<file path="config.mk">
export PLATFORM = sky130hd
export DESIGN_NAME = ram_sync_param
export DESIGN_NICKNAME = d
export VERILOG_FILES = /design/src/rtl/ram_pkg.sv /design/src/rtl/ram_array.sv /design/src/rtl/ram_sync_param.sv
export SDC_FILE = /design/constraint.sdc
export NUM_CORES = 2
export LEC_CHECK = 0
export CAP_MARGIN = 10
export CORE_MARGIN = 5
export CORE_UTILIZATION = 60
export CTS_BUF_LIST = sky130_fd_sc_hd__clkbuf_4
export CTS_CLUSTER_DIAMETER = 30
export DETAILED_ROUTE_END_ITERATION = 16
export PLACE_DENSITY_LB_ADDON = 0.15
export SYNTH_ARGS = -nofsm -noshare
export SYNTH_HDL_FRONTEND = slang
export SYNTH_HIERARCHICAL = 1
export SYNTH_SLANG_ARGS = --single-unit
</file>
<file path="constraint.sdc">
create_clock -name clk -period 11.57 [get_ports clk]
set_input_delay 2.314 -clock clk [delete_from_list [all_inputs] [get_ports clk]]
set_output_delay 2.314 -clock clk [all_outputs]
set_load 0.005 [all_outputs]
</file>
<file path="src/rtl/ram_pkg.sv">
// ---------------------------------------------------------------------------
// ram_pkg
// Types and constants shared by the synchronous RAM block and its bench.
//   ram_state_e  : top-level FSM states (CLEAR = zero-fill running,
//                  READY = requests accepted)
//   RD_LAT_MIN/MAX : legal read-latency range
//   clamp_lat()  : folds any RD_LAT value into the legal range
// ---------------------------------------------------------------------------
package ram_pkg;

   typedef enum logic {
      CLEAR = 1'b0,
      READY = 1'b1
   } ram_state_e;

   localparam int RD_LAT_MIN = 1;
   localparam int RD_LAT_MAX = 2;

   // Out-of-range latencies collapse to the nearest legal value, so the
   // pipeline depth is always 1 or 2.
   function automatic int clamp_lat(input int lat);
      if (lat < RD_LAT_MIN) begin
         return RD_LAT_MIN;
      end else if (lat > RD_LAT_MAX) begin
         return RD_LAT_MAX;
      end
      return lat;
   endfunction

endpackage : ram_pkg

</file>
<file path="src/rtl/ram_array.sv">
// ---------------------------------------------------------------------------
// ram_array
// Single-port storage: synchronous write, registered read, no reset.
// A read and a write at the same edge to the same address return the old
// word (read-before-write).
//   clk      in   clock
//   i_we     in   write enable
//   i_addr   in   word address (read and write share the port)
//   i_wdata  in   write data
//   i_re     in   read enable; o_rdata updates only on an enabled read
//   o_rdata  out  registered read data
// ---------------------------------------------------------------------------
module ram_array
   import ram_pkg::*;
#(
   parameter int DATA_W = 8,
   parameter int ADDR_W = 8
) (
   input  logic              clk,
   input  logic              i_we,
   input  logic [ADDR_W-1:0] i_addr,
   input  logic [DATA_W-1:0] i_wdata,
   input  logic              i_re,
   output logic [DATA_W-1:0] o_rdata
);

   localparam int DEPTH = 2 ** ADDR_W;

   logic [DATA_W-1:0] r_mem [0:DEPTH-1];
   logic [DATA_W-1:0] r_rdata;

   always_ff @(posedge clk) begin
      if (i_we) begin
         r_mem[i_addr] <= i_wdata;
      end
      if (i_re) begin
         r_rdata <= r_mem[i_addr];
      end
   end

   assign o_rdata = r_rdata;

endmodule : ram_array

</file>
<file path="src/rtl/ram_sync_param.sv">
// ---------------------------------------------------------------------------
// ram_sync_param
// Parameterised synchronous RAM with a zero-fill engine and a fixed-latency
// read pipeline.
//
// Handshake: a request transfers on a rising edge where req_valid and
// req_ready are both 1. req_ready does not depend on req_valid. A request
// presented while req_ready = 0 is not stored; the requester keeps it
// asserted until it transfers. Writes produce no response. A read accepted
// at edge N raises rsp_valid for exactly one cycle, RD_LAT cycles later,
// with the word sampled at edge N; responses come back in issue order.
//
// Ports
//   clk        in   clock, rising edge
//   rst        in   asynchronous active-high reset
//   req_valid  in   request present
//   req_ready  out  request can be accepted this cycle
//   req_wr     in   1 = write, 0 = read
//   req_addr   in   word address
//   req_wdata  in   write data
//   clr        in   synchronous request to zero-fill the array
//   rsp_valid  out  one-cycle pulse with read data
//   rsp_rdata  out  read data, holds last value while rsp_valid = 0
//   busy       out  zero-fill in progress
//   dbg_state  out  current FSM state
// ---------------------------------------------------------------------------
module ram_sync_param
   import ram_pkg::*;
#(
   parameter int DATA_W         = 8,
   parameter int ADDR_W         = 8,
   parameter int RD_LAT         = 1,
   parameter int CLEAR_ON_RESET = 1
) (
   input  logic              clk,
   input  logic              rst,
   input  logic              req_valid,
   output logic              req_ready,
   input  logic              req_wr,
   input  logic [ADDR_W-1:0] req_addr,
   input  logic [DATA_W-1:0] req_wdata,
   input  logic              clr,
   output logic              rsp_valid,
   output logic [DATA_W-1:0] rsp_rdata,
   output logic              busy,
   output ram_state_e        dbg_state
);

   localparam int                LAT       = clamp_lat(RD_LAT);
   localparam logic [ADDR_W-1:0] LAST_ADDR = '1;
   localparam ram_state_e        RST_STATE = (CLEAR_ON_RESET != 0) ? CLEAR : READY;

   ram_state_e        r_state;
   ram_state_e        w_state_nxt;
   logic [ADDR_W-1:0] r_fill_cnt;
   logic [ADDR_W-1:0] w_fill_cnt_nxt;
   logic              w_busy;
   logic              w_ready_raw;

   logic              w_accept;
   logic              w_rd_acc;
   logic              w_wr_acc;
   logic              w_fill_we;

   logic              w_arr_we;
   logic [ADDR_W-1:0] w_arr_addr;
   logic [DATA_W-1:0] w_arr_wdata;
   logic [DATA_W-1:0] w_arr_rdata;

   logic              w_out_vld;
   logic [DATA_W-1:0] w_out_data;
   logic [DATA_W-1:0] r_rsp_hold;

   // ---------------- FSM: state register ----------------
   always_ff @(posedge clk or posedge rst) begin
      if (rst) begin
         r_state    <= RST_STATE;
         r_fill_cnt <= '0;
      end else begin
         r_state    <= w_state_nxt;
         r_fill_cnt <= w_fill_cnt_nxt;
      end
   end

   // ---------------- FSM: next state and outputs ----------------
   always_comb begin
      w_state_nxt    = r_state;
      w_fill_cnt_nxt = r_fill_cnt;
      w_busy         = 1'b0;
      w_ready_raw    = 1'b0;
      case (r_state)
         CLEAR: begin
            // clr is ignored here; the fill always runs to the last word.
            w_busy = 1'b1;
            if (r_fill_cnt == LAST_ADDR) begin
               w_state_nxt    = READY;
               w_fill_cnt_nxt = '0;
            end else begin
               w_fill_cnt_nxt = r_fill_cnt + 1'b1;
            end
         end
         READY: begin
            w_ready_raw = !clr;
            if (clr) begin
               w_state_nxt    = CLEAR;
               w_fill_cnt_nxt = '0;
            end
         end
         default: begin
            w_state_nxt    = RST_STATE;
            w_fill_cnt_nxt = '0;
         end
      endcase
   end

   // With CLEAR_ON_RESET = 0 the state sits in READY during reset, so
   // req_ready is masked by rst directly.
   assign req_ready = w_ready_raw && !rst;
   assign busy      = w_busy;
   assign dbg_state = r_state;

   // ---------------- request arbitration ----------------
   assign w_accept  = req_valid && req_ready;
   assign w_rd_acc  = w_accept && !req_wr;
   assign w_wr_acc  = w_accept &&  req_wr;
   assign w_fill_we = w_busy && !rst;

   // The fill engine owns the port while busy; requests are blocked then,
   // so the two write sources never collide.
   assign w_arr_we    = w_fill_we || w_wr_acc;
   assign w_arr_addr  = w_busy ? r_fill_cnt : req_addr;
   assign w_arr_wdata = w_busy ? '0 : req_wdata;

   ram_array #(
      .DATA_W (DATA_W),
      .ADDR_W (ADDR_W)
   ) u_ram_array (
      .clk     (clk),
      .i_we    (w_arr_we),
      .i_addr  (w_arr_addr),
      .i_wdata (w_arr_wdata),
      .i_re    (w_rd_acc),
      .o_rdata (w_arr_rdata)
   );

   // ---------------- read latency pipeline ----------------
   // The array register already provides one cycle; a second stage is added
   // only for LAT = 2. The array output holds while no read is accepted, so
   // in-flight data survives the start of a fill.
   generate
      if (LAT == 1) begin : g_lat1
         logic r_vld_s1;

         always_ff @(posedge clk or posedge rst) begin
            if (rst) begin
               r_vld_s1 <= 1'b0;
            end else begin
               r_vld_s1 <= w_rd_acc;
            end
         end

         assign w_out_vld  = r_vld_s1;
         assign w_out_data = w_arr_rdata;
      end else begin : g_lat2
         logic              r_vld_s1;
         logic              r_vld_s2;
         logic [DATA_W-1:0] r_data_s2;

         always_ff @(posedge clk or posedge rst) begin
            if (rst) begin
               r_vld_s1  <= 1'b0;
               r_vld_s2  <= 1'b0;
               r_data_s2 <= '0;
            end else begin
               r_vld_s1 <= w_rd_acc;
               r_vld_s2 <= r_vld_s1;
               if (r_vld_s1) begin
                  r_data_s2 <= w_arr_rdata;
               end
            end
         end

         assign w_out_vld  = r_vld_s2;
         assign w_out_data = r_data_s2;
      end
   endgenerate

   // Last delivered word; shown on rsp_rdata between responses.
   always_ff @(posedge clk or posedge rst) begin
      if (rst) begin
         r_rsp_hold <= '0;
      end else if (w_out_vld) begin
         r_rsp_hold <= w_out_data;
      end
   end

   assign rsp_valid = w_out_vld;
   assign rsp_rdata = w_out_vld ? w_out_data : r_rsp_hold;

endmodule : ram_sync_param
</file>
==> metrics <==
# rows 133; Initial Utilization 0.6044; TNS Setup 0 ps; post-synthesis cell area 79560 sq um; Startpoint Class primary input; vias in the first global route 42240; total clock buffers created by CTS 536; Hold Vio Cnt, Final 0; CP endpoint kind register; Primary FF master, synth edfxtp_1; M1 GR Usage 0.3962; remaining global-route overflow 0; RePlAce Congestion 0.8632; CTS max path bufs 4; Post-synth EDFFs 2056; Reg2Reg Depth 9; unrepaired setup endpoints after global routing false; io pins 33; GRT met3 Usage 0.08719; post-cts resize count 0; Setup CP Type in -> reg; Die W 374.2 um; top fanout value on the critical path 63; Seq/Total Area, Yosys 0.7816; # Post-CTS Setup Buffers 0; Post-Route Skew 82.76 ps; Peak VDD IR 0.0003355 V; Max Cap Viol 0; Root Driver clkbuf_4; f_max 152.7 MHz; antenna violations before repair 10; Die Y 374.2 um; largest net degree at the start of global routing 200; Fill cells 8408; min Tclk post-route 6550 ps; area of the multi-input gates 16400 sq um; synthesized netlist cell count 3642; register bit count reported by yosys 2074; DPL Wire Length 112800 um; run status finished clean; gr busiest metal met2; Port Buf Inserts 32; CTS H-tree lvls 6; initial DRC count 5210; vias per inst 6.575; synth unique cells 39; met2 global-route usage 0.4141; pwr dens 205.4 nW/um^2; Pleak 28.31 nW; core area 131600 sq um; worst hold path class reg -> reg; hold depth 1; routed via count 40730; most frequent cells in the layout edfxtp_1 (2056), clkbuf_4 (731), mux4_2 (512), a22oi_1 (256), nor2_1 (233); Synth Warn # 6; Period Utilization, post-route 0.5661; Worst-Margin Slew 1447 ps; Hold WS 577.4 ps; Register Area 62190 sq um; TritonCTS clock tree built; Net Count, Synth 3664; final instance count without filler cells 6195; most common cell after layout, fill and taps aside edfxtp_1; fin nets 4101; fraction of layout cells with a size suffix above 1 0.3279; DRT Wirelength 191300 um; Clk pin slew, worst setup/hold paths 60 ps; Mean Syn Cell Area 21.85 sq um; CP arrival 7480 ps; Post-synth ARST share 0.008679; first-pass GRT wire length 281300 um; Clock Sink Count 2074; Final Setup Violations 0; area grow syn2layout 11.33%; hold buffers post-CTS 0; CP Data Required Time 12500 ps; Routed wire per std cell 30.88 um; first-pass detailed-route iteration total 5; Routed Antenna Nets 0; Pins Over Slew Limit 0; GRT Util Overall 0.2756; total power 18.19 mW; Die ar. 140000 sq um; # DRC 0; headroom to the max-slew limit 0.02304; Skew-Pair Late Insertion Delay 1320 ps; Placed Cells 5295
-- through the flow --
step	area (sq um)	worst slack [ps]	utilization
floorplan	79560	5162	-
global placement	81930	3523	0.6225
detailed placement	81960	3769	0.6227
global route	88580	4884	0.6729
finish	88580	5020	0.6729
CTS	88550	5113	0.6728
-- critical path, stage by stage --
cell	delay (ps)
clkdlybuf4s50_1	480
mux2_8	650
buf_4	680
buf_4	630
mux4_2	620
a22oi_1	250
a21oi_1	150
o41ai_1	1280
nand4_1	240
-- final cells by class --
cell class	count	area share
Inverter	4	0.0001695
Timing Repair Buffer	139	0.01322
Antenna cell	6	0.0001695
Sequential cell	2074	0.7021
Tap cell	1755	0.02479
Clock inverter	162	0.01249
Multi-Input combinational cell	1324	0.1851
Clock buffer	731	0.06195
-- report_power, final --
part	leakage (nW)	switching, mW	internal [mW]	total (mW)
Combinational	5.09	2.41	1.41	3.82
Sequential	19.3	0.0338	8.21	8.25
Clock	3.94	2.80	3.33	6.12
Total	28.3	5.24	13.0	18.2
-- sequential cells by signal (all words and copies together) (netlist names) --
register and cells:
u_ram_array/r_mem 2048, rsp_valid 1, r_fill_cnt 8, u_ram_array/o_rdata 8
dbg_state 1, r_rsp_hold 8
-- layer usage --
metal  part of all wire  wire (um)
met1               0.38      72460
met5           0.000068         13
met4              0.024       4616
met2               0.47      90610
met3               0.12      23580
-- Yosys cell counts (4+ instances only) --
library cell | instances | area [sq um]
nand3_1 | 17 | 85.08
dfrtp_1 | 18 | 450.4
nand2b_1 | 7 | 43.79
a22oi_1 | 256 | 1922
clkbuf_1 | 150 | 563.0
buf_1 | 19 | 71.32
nand4_1 | 8 | 50.05
inv_1 | 4 | 15.01
nor2_1 | 234 | 878.3
o41ai_1 | 32 | 280.3
mux2_2 | 15 | 168.9
edfxtp_1 | 2056 | 61740
buf_2 | 37 | 185.2
nor3_1 | 30 | 150.1
and2_1 | 11 | 68.82
a21oi_1 | 129 | 645.6
nor2b_1 | 7 | 43.79
nand2_1 | 38 | 142.6
buf_6 | 16 | 180.2
buf_4 | 16 | 120.1
mux4_2 | 512 | 11530
-- cell families after synthesis --
kind of cell | count (synthesis) | synth area share
adders and majority gates | 1 | 0.0001572
and+or+nand+nor | 361 | 0.01926
AOI/OAI and AO/OA | 432 | 0.03716
muxes | 527 | 0.1471
xor gates and xnor gates | 3 | 0.0003303
buffers and inverters | 244 | 0.01439
DFF | 2074 | 0.7816
-- worst paths after layout --
check	slack (ps)	start	end
max	5020	req_addr[0]	u_ram_array/o_rdata[2]
min	580	r_rsp_hold[2]	r_rsp_hold[2]
max reg2reg	5840	dbg_state	u_ram_array/o_rdata[2]
min reg2reg	580	r_rsp_hold[2]	r_rsp_hold[2]
max in group asynchronous	9160	rst	dbg_state
min in group asynchronous	1700	rst	r_rsp_hold[2]
Power figures use the tool's default switching activity.
